$ cat src/rtl/muldiv_if.sv
// muldiv_if: request/writeback bundle between the core and the RV32M multiply/divide unit.
interface muldiv_if #(parameter int XLEN = 32);
    logic            start;
    logic [2:0]      funct3;
    logic [XLEN-1:0] rs1_data;
    logic [XLEN-1:0] rs2_data;
    logic [4:0]      rd_addr;
    logic            busy;
    logic            done;
    logic [XLEN-1:0] result;
    logic [4:0]      rd_out;
    logic            wb_write_n;
    modport master (
        output start, funct3, rs1_data, rs2_data, rd_addr,
        input  busy, done, result, rd_out, wb_write_n
    );
    modport slave (
        input  start, funct3, rs1_data, rs2_data, rd_addr,
        output busy, done, result, rd_out, wb_write_n
    );
endinterface

$ cat src/rtl/muldiv_unit.sv
// muldiv_unit: iterative RV32M multiply/divide, fixed 34-cycle latency from accept to done.
module muldiv_unit #(
    parameter int XLEN  = 32,
    parameter int CNT_W = 6
) (
    input logic     clk,
    input logic     reset,
    muldiv_if.slave bus
);
    localparam int IW = $clog2(XLEN);
    localparam logic [XLEN-1:0] MIN_NEG = {1'b1, {(XLEN-1){1'b0}}};
    localparam logic [XLEN-1:0] ONE = {{(XLEN-1){1'b0}}, 1'b1};
    typedef enum logic [1:0] {IDLE, CALC, SIGN, DONE} state_t;
    state_t            state, state_nx;
    logic [CNT_W-1:0]  cnt;
    logic [2:0]        f3;
    logic              neg_a, neg_b, sa, sb, q_bit, ovf;
    logic [XLEN-1:0]   a_mag, b_mag, rem_nx, quo, rem, a_orig, fin;
    logic [2*XLEN-1:0] acc, prod;
    logic [XLEN:0]     mul_sum, div_shift, div_diff;
    assign sa = bus.funct3 inside {3'b000, 3'b001, 3'b010, 3'b100, 3'b110};
    assign sb = bus.funct3 inside {3'b000, 3'b001, 3'b100, 3'b110};
    always_ff @(posedge clk or posedge reset) begin
        if (reset) state <= IDLE;
        else       state <= state_nx;
    end
    always_comb begin
        state_nx = state;
        case (state)
            IDLE:    state_nx = bus.start ? CALC : IDLE;
            CALC:    state_nx = (cnt == CNT_W'(XLEN-1)) ? SIGN : CALC;
            SIGN:    state_nx = DONE;
            default: state_nx = IDLE;
        endcase
    end
    always_comb begin
        bus.busy       = state != IDLE;
        bus.done       = state == DONE;
        bus.wb_write_n = !(state == DONE && bus.rd_out != 5'd0);
    end
    // The accumulator starts cleared: multiplier bits are walked by cnt and product bits
    // shift into the low half; dividend bits enter MSB-first beside the shifting quotient.
    assign mul_sum   = {1'b0, acc[2*XLEN-1:XLEN]} + (b_mag[cnt[IW-1:0]] ? {1'b0, a_mag} : '0);
    assign div_shift = {acc[2*XLEN-1:XLEN], a_mag[~cnt[IW-1:0]]};
    assign div_diff  = div_shift - {1'b0, b_mag};
    assign q_bit     = !div_diff[XLEN];
    assign rem_nx    = q_bit ? div_diff[XLEN-1:0] : div_shift[XLEN-1:0];
    assign prod      = (neg_a ^ neg_b) ? -acc : acc;
    assign quo       = (neg_a ^ neg_b) ? -acc[XLEN-1:0] : acc[XLEN-1:0];
    assign rem       = neg_a ? -acc[2*XLEN-1:XLEN] : acc[2*XLEN-1:XLEN];
    assign a_orig    = neg_a ? -a_mag : a_mag;
    assign ovf       = neg_a && neg_b && a_mag == MIN_NEG && b_mag == ONE;
    assign fin = !f3[2]            ? (f3[1:0] == 2'b00 ? prod[XLEN-1:0] : prod[2*XLEN-1:XLEN]) :
                 b_mag == '0       ? (f3[1] ? a_orig : '1) :
                 ovf               ? (f3[1] ? '0 : MIN_NEG) :
                 f3[1]             ? rem : quo;
    always_ff @(posedge clk or posedge reset) begin
        if (reset) begin
            cnt        <= '0;
            f3         <= '0;
            neg_a      <= 1'b0;
            neg_b      <= 1'b0;
            a_mag      <= '0;
            b_mag      <= '0;
            acc        <= '0;
            bus.result <= '0;
            bus.rd_out <= '0;
        end else begin
            case (state)
                IDLE: if (bus.start) begin
                    f3         <= bus.funct3;
                    bus.rd_out <= bus.rd_addr;
                    neg_a      <= sa && bus.rs1_data[XLEN-1];
                    neg_b      <= sb && bus.rs2_data[XLEN-1];
                    a_mag      <= (sa && bus.rs1_data[XLEN-1]) ? -bus.rs1_data : bus.rs1_data;
                    b_mag      <= (sb && bus.rs2_data[XLEN-1]) ? -bus.rs2_data : bus.rs2_data;
                    acc        <= '0;
                    cnt        <= '0;
                end
                CALC: begin
                    cnt <= cnt + 1'b1;
                    acc <= f3[2] ? {rem_nx, acc[XLEN-2:0], q_bit} : {mul_sum, acc[XLEN-1:1]};
                end
                SIGN: bus.result <= fin;
                default: ;
            endcase
        end
    end
endmodule

$ cat src/flat_wrapper.sv
// flat-port wrapper written by rule: the top's interface ports become plain ports
module muldiv_unit_flat 
#(
    parameter int XLEN  = 32,
    parameter int CNT_W = 6
)
  (clk, reset, bus_start, bus_funct3, bus_rs1_data, bus_rs2_data, bus_rd_addr, bus_busy, bus_done, bus_result, bus_rd_out, bus_wb_write_n);
  muldiv_if #(.XLEN(XLEN)) bus_i ();
  input logic clk;
  input logic reset;
  input wire logic [$bits(bus_i.start)-1:0] bus_start;
  input wire logic [$bits(bus_i.funct3)-1:0] bus_funct3;
  input wire logic [$bits(bus_i.rs1_data)-1:0] bus_rs1_data;
  input wire logic [$bits(bus_i.rs2_data)-1:0] bus_rs2_data;
  input wire logic [$bits(bus_i.rd_addr)-1:0] bus_rd_addr;
  output wire logic [$bits(bus_i.busy)-1:0] bus_busy;
  output wire logic [$bits(bus_i.done)-1:0] bus_done;
  output wire logic [$bits(bus_i.result)-1:0] bus_result;
  output wire logic [$bits(bus_i.rd_out)-1:0] bus_rd_out;
  output wire logic [$bits(bus_i.wb_write_n)-1:0] bus_wb_write_n;
  assign bus_i.start = bus_start;
  assign bus_i.funct3 = bus_funct3;
  assign bus_i.rs1_data = bus_rs1_data;
  assign bus_i.rs2_data = bus_rs2_data;
  assign bus_i.rd_addr = bus_rd_addr;
  assign bus_busy = bus_i.busy;
  assign bus_done = bus_i.done;
  assign bus_result = bus_i.result;
  assign bus_rd_out = bus_i.rd_out;
  assign bus_wb_write_n = bus_i.wb_write_n;
  muldiv_unit #(.XLEN(XLEN), .CNT_W(CNT_W)) u_core (.clk(clk), .reset(reset), .bus(bus_i));
endmodule
$ cat config.mk
export PLATFORM = sky130hd
export DESIGN_NAME = muldiv_unit_flat
export DESIGN_NICKNAME = d
export VERILOG_FILES = /design/src/rtl/muldiv_if.sv /design/src/rtl/muldiv_unit.sv /design/src/flat_wrapper.sv
export SDC_FILE = /design/constraint.sdc
export NUM_CORES = 1
export LEC_CHECK = 0
export BUFFER_PORTS_ARGS = -buffer_cell sky130_fd_sc_hd__buf_2
export CAP_MARGIN = 20
export CORE_ASPECT_RATIO = 1.1
export CORE_MARGIN = 8
export CORE_UTILIZATION = 30
export CTS_CLUSTER_SIZE = 20
export DETAILED_ROUTE_END_ITERATION = 10
export MAX_ROUTING_LAYER = met4
export PLACE_DENSITY = 0.53
export SYNTH_ARGS = -nofsm -noshare
export SYNTH_HDL_FRONTEND = slang
export SYNTH_SLANG_ARGS = --single-unit
$ cat constraint.sdc
create_clock -name clk -period 10.7 [get_ports clk]
set_input_delay 1.07 -clock clk [delete_from_list [all_inputs] [get_ports clk]]
set_output_delay 1.07 -clock clk [all_outputs]
set_load 0.005 [all_outputs]
==> After elaboration in Yosys (flattened, before gate mapping) <==
Cells that the tools add are included.
{ "op_classes": {"bitwise_logic": 2, "eq_ne": 11, "magnitude_cmp": 2, "n_reduce_logical": 19, "n_addsub": 9, "muxes": 27} }
{ "op_table": {"columns": ["operator", "count"], "rows": [
  ["$mux W32", 14],
  ["$mux W64", 3],
  ["$neg A32 Y32", 5],
  ["$pmux W64 S2", 1],
  ["$neg A64 Y64", 1],
  ["$add A32 B33 Y33", 1],
  ["$sub A33 B32 Y33", 1],
  ["$eq A32 B1 Y1 const B", 1],
  ["$eq A32 B32 Y1 const B", 1],
  ["$logic_not A32 Y1", 1],
  ["$lt A5 B6 Y1 const B", 2],
  ["$pmux W6 S2", 1],
  ["$bmux W1 S5", 2],
  ["$reduce_bool A5 Y1", 2],
  ["$add A6 B1 Y6 const B", 1],
  ["$eq A3 B3 Y1 const B", 2],
  ["$eq A6 B5 Y1 const B", 1],
  ["$logic_and A1 B1 Y1", 6],
  ["$mux W6", 1],
  ["$pmux W2 S3", 1],
  ["$not A5 Y5", 1],
  ["$eq A2 B2 Y1 const B", 2],
  ["$logic_not A2 Y1", 2],
  ["$reduce_and A2 Y1", 2],
  ["other kinds (11)", 15]
]} }
{ "totals": {"register_bits": 178, "out_inout_bits": 40} }

==> Depth between registers and ports, before layout <==
{ "depth": {"depth_word": 7, "depth_mapped": 19, "depth_no_buf": 16} }

==> Least setup slack after synthesis <==
OpenSTA, ideal clock, no wires.
{ "synth_timing": {"path_type": "register to register", "start": "register u_core.cnt[0]", "end": "register u_core.acc[0]", "period_less_slack_ps": 5315, "required_time_ps": 10579, "path_stages_with_launch": 19, "slack_ps": 5385, "t_arrival_ps": 5194, "cell_sequence": "dfrtp_1 clkbuf_1 clkbuf_1 mux4_2 mux4_2 mux2i_1 ha_1 inv_1 fa_1 a211oi_1 o211ai_1 nand3b_1 a21oi_1 or3_1 o311ai_1 clkbuf_1 clkbuf_1 mux2i_1 a22o_1"} }
{ "synth_between": {"elab_chain_cells": 7} }
{ "synth_lines": {"columns": ["element", "line", "text"], "rows": [
  ["start: declaration", "muldiv_unit.sv:15", "logic [CNT_W-1:0] cnt;"],
  ["start signal: assignment", "muldiv_unit.sv:81", "cnt <= cnt + 1'b1;"],
  ["$not A5 Y5", "muldiv_unit.sv:44", "assign div_shift = {acc[2*XLEN-1:XLEN], a_mag[~cnt[IW-1:0]]};"],
  ["$bmux W1 S5", "muldiv_unit.sv:44", null],
  ["$mux W1 (not written as such)", "muldiv_unit.sv:44", null],
  ["$sub A33 B32 Y33", "muldiv_unit.sv:45", "assign div_diff = div_shift - {1'b0, b_mag};"],
  ["$logic_not A1 Y1", "muldiv_unit.sv:46", "assign q_bit = !div_diff[XLEN];"],
  ["$mux W64", "muldiv_unit.sv:82", "acc <= f3[2] ? {rem_nx, acc[XLEN-2:0], q_bit} : {mul_sum, acc[XLEN-1:1]};"],
  ["$pmux W64 S2", "muldiv_unit.sv:69", "case (state)"],
  ["end signal: assignment", "muldiv_unit.sv:82", null],
  ["end: declaration", "muldiv_unit.sv:19", "logic [2*XLEN-1:0] acc, prod;"]
]} }
Every way passes these cells. The select of a mux whose other input is x is not followed.
A chain may end at the register's enable or synchronous reset.

==> Worst setup path in the final report <==
{ "layout_timing": {"start": "register u_core.cnt[1]", "end": "register u_core.acc[48]"} }
{ "layout_between": {"elab_chain_cells": 7} }
{ "layout_lines": {"columns": ["element", "line", "text"], "rows": [
  ["$not A5 Y5", "muldiv_unit.sv:44", null],
  ["$bmux W1 S5", "muldiv_unit.sv:44", null],
  ["$mux W1 (not written as such)", "muldiv_unit.sv:44", null],
  ["$sub A33 B32 Y33", "muldiv_unit.sv:45", null],
  ["$mux W32", "muldiv_unit.sv:47", "assign rem_nx = q_bit ? div_diff[XLEN-1:0] : div_shift[XLEN-1:0];"],
  ["$mux W64 (*)", "muldiv_unit.sv:82", null],
  ["$pmux W64 S2 (*)", "muldiv_unit.sv:69", null]
]} }
Mark *: on every way between the ends. The rest lies on a longest branch, timed or not. The select of a mux whose other input is x is not followed.

==> impl_metrics.json <==
{
  "async_flop_share_pct": 100,
  "synthAdderAreaFrac_pct": 5.61,
  "gr-total-overflow": 0,
  "p_switching_mw": 3.12,
  "ctsResizeCount": 0,
  "drtIter0Drc": 1402,
  "dpl.hpwl_mm": 49.2,
  "die_width_um": 240,
  "p_per_area_nw_per_um2": 320,
  "post_synth_num_cell_types": 75,
  "finalSetupTns_ns": 0,
  "final_cells": 2854,
  "via_per_inst": 5.73,
  "numCtsBuffers": 17,
  "fin_crit_sh_pct": 58.5,
  "pwr-share-seq_pct": 23.9,
  "synth-simple-area-share_pct": 19.3,
  "hold_class": "flip-flop to flip-flop",
  "numPortBuffers": 114,
  "setup_viol": 0,
  "area_growth_pct": 10.7,
  "grt_max_degree": 120,
  "gp_congestion": 0.978,
  "slowest_stage": "dfrtp_1",
  "yosysMostFrequentCell": "o21ai_0",
  "leakagePower_nw": 7.54,
  "post-cts-setup-buffers": 0,
  "rsz0062_at_grt": "false",
  "die_area_sq_um": 63000,
  "crit_path_max_incr_delay_ns": 0.96,
  "synthMuxAreaShare_pct": 6.04,
  "status": "complete, no violations",
  "min_period_ns": 6.25,
  "clock_latency_ns": 0.48,
  "initial_core_util_pct": 30.3,
  "ys_ff_latch": 178,
  "pwr-share-clk_pct": 11.4,
  "max_cap_violations": 0,
  "dp.cells": 2821,
  "wire_per_inst_um": 22.7,
  "h-tree-depth": 4,
  "layout-drive-gt1-share_pct": 10.7,
  "cts_tree": "built",
  "synth_compound_area_share_pct": 24.9,
  "antenna_found_initial": 1,
  "clk_pin_slew_ns": 0.07,
  "timing.fmax_ghz": 0.160,
  "cp-start-kind": "flip-flop",
  "coreArea_sq_um": 54700,
  "finalMaxSlewViolations": 0,
  "cp_num_buf_inv": 2,
  "clockBufferDepth": 2,
  "ys_top_cells_by_area": "dfrtp_1, o21ai_0, xor2_1, ha_1, xnor2_1",
  "peakVddDrop_mv": 0.177,
  "synthXorXnorAreaFrac_pct": 12.2,
  "avgSynthCellArea_sq_um": 7.90,
  "cp-end-kind": "flip-flop",
  "crit_top_cell": "mux4_2",
  "num_antenna_cells": 0,
  "yosysSeqAreaShare_pct": 26.9,
  "synth_top_family_by_area": "compound AO/OA/AOI/OAI gates",
  "hold_buffers": 0,
  "io_pins": 115,
  "track_usage_pct": 20.8,
  "grt_pass1_wl_mm": 98.1,
  "antenna_left": 0,
  "synth-main-ff-cell": "dfrtp_1",
  "finalHoldViolCount": 0,
  "crit_fanout": 34,
  "syn_area_sq_um": 16600,
  "drt-total-wl_mm": 64.8,
  "crit_type": "flip-flop to flip-flop",
  "crit_required_ns": 11.04,
  "p_int_mw": 2.75,
  "grt_pass1_vias": 15700,
  "critical_path.top_delay_family": "multiplexers",
  "ys_warn_count": 0,
  "switching_share_pct": 53.1,
  "fp.dieH_um": 262,
  "hold_slack_ns": 0.466,
  "yosysTopAreaCellShare_pct": 26.9,
  "syn_inst": 2096,
  "synthTopCellsByCount": "o21ai_0, nand2_1, dfrtp_1",
  "syn_nets": 2244,
  "dr.pass1.iters": 9,
  "num_rows": 90,
  "drc": 0,
  "combPwrFrac_pct": 64.7,
  "worst_pin_slew_ns": 0.935,
  "maxSlewHeadroom_pct": 37.7,
  "layout.nets": 2253,
  "arrival_ns": 6.59,
  "synth-edff-count": 0,
  "skew_ns": 0.0159,
  "vias": 16300,
  "crit_path_cell_trace": "mux4_2 -> mux4_2 -> mux2i_1 -> ha_1 -> inv_1 -> fa_1 -> a211oi_1 -> o211ai_1 -> nand3b_1 -> a21oi_1 -> or3_1 -> o311ai_4 -> buf_4 -> mux2_2 -> a22oi_1 -> o21ai_0",
  "numClockSinks": 178,
  "synth_largest_area_cell": "dfrtp_1",
  "cts-root-buf": "clkbuf_16"
}
## flip-flops by register name, indices dropped and copies added, names as in the netlist
register           count
u_core.cnt             6
u_core.acc            64
u_core.a_mag          32
u_core.b_mag          32
u_core.f3              3
u_core.bus.result     32
u_core.neg_b           1
u_core.neg_a           1
u_core.state           2
u_core.bus.rd_out      5
## worst min-delay path, delay by kind of cell, from the launching register on
kind,cells,cell delay [ns]
simple gates,2,0.10
flops,1,0.34
## placed cells by master, fill, tap and decap left out, types with 10 or more instances in the layout
master,instances
o21a_1,13
nand4_1,11
a21o_1,30
xnor2_1,100
o211ai_1,13
nand3_1,62
or3_1,29
buf_4,25
or4_1,25
inv_1,69
nor2_1,115
nor4_1,28
nor2b_1,43
a22oi_1,11
a21oi_1,143
xor2_1,130
o41ai_1,23
o21bai_1,10
a211oi_1,34
buf_2,114
clkbuf_16,17
mux2i_1,46
o22ai_1,12
nand2b_1,26
mux4_2,20
o31ai_1,43
dfrtp_1,175
and3_1,10
nor3_1,36
ha_1,70
or2_2,12
o21ai_0,256
a31oi_1,17
nand2_1,218
and2_1,11
## stage by stage
| step | setup WS (ns) | power (mW) | instance area, sq um | utilization [%] |
|---|---|---|---|---|
| 2_1_floorplan | 4.80 | 3.96 | 16600 | - |
| 3_3_place_gp | 4.56 | 5.11 | 17700 | 32.4 |
| 3_5_place_dp | 4.48 | 5.14 | 17700 | 32.4 |
| 4_1_cts | 4.45 | 5.83 | 18300 | 33.4 |
| 5_1_grt | 4.10 | 6.29 | 18300 | 33.5 |
| 6_report | 4.45 | 5.87 | 18300 | 33.5 |
## metal layers
layer	part of all wire, %	up-vias	global-route usage [%]
met5	0	-	-
met4	4.6	0	9.32
met3	6.2	154	3.43
met2	47	612	32.3
met1	43	7957	26.2
li1	-	7618	-
## layout make-up
class                      instances  area [sq um]
tap                              736           921
inverter                          70           270
clock inverter                    12           158
timing repair buffer             140           786
sequential                       178          4460
fill                            5879         36400
multi-input combinational       1698         11300
clock buffer                      20           437
## path summary, 6_finish.rpt
| check | start | end | slack, ns | cells past startpoint |
|---|---|---|---|---|
| max in group asynchronous | reset | u_core.neg_a$_DFFE_PP0P_ | 8.48 | 3 |
| min in group asynchronous | reset | u_core.bus.result[18]$_DFFE_PP0P_ | 0.77 | 2 |
| hold reg to reg | u_core.bus.result[4]$_DFFE_PP0P_ | u_core.bus.result[4]$_DFFE_PP0P_ | 0.47 | 2 |
| setup / recovery | u_core.cnt[1]$_DFFE_PP0P_ | u_core.acc[48]$_DFFE_PP0P_ | 4.45 | 16 |
| setup reg to reg | u_core.cnt[1]$_DFFE_PP0P_ | u_core.acc[48]$_DFFE_PP0P_ | 4.45 | 16 |
| hold / removal | u_core.bus.result[4]$_DFFE_PP0P_ | u_core.bus.result[4]$_DFFE_PP0P_ | 0.47 | 2 |
## power by group through the flow
stage          Sequential (mW)  Combinational [mW]  Clock (mW)
2_1_floorplan             1.05                2.91           0
3_3_place_gp              1.39                3.73           0
3_5_place_dp              1.40                3.74           0
4_1_cts                   1.38                3.77       0.682
5_1_grt                   1.42                4.16       0.709
6_report                  1.40                3.80       0.671
## cell families (layout without fill, tap and decap cells)
| kind of cell | after synthesis | count (layout) |
|---|---|---|
| AO/OA/AOI/OAI | 671 | 671 |
| AND/OR/NAND/NOR | 650 | 650 |
| XOR/XNOR | 230 | 230 |
| buffers and inverters | 220 | 242 |
| flip-flops | 178 | 178 |
| multiplexers | 74 | 74 |
| adder cells (fa/ha/maj) | 73 | 73 |
No activity file was read; power rests on OpenSTA's default activity.
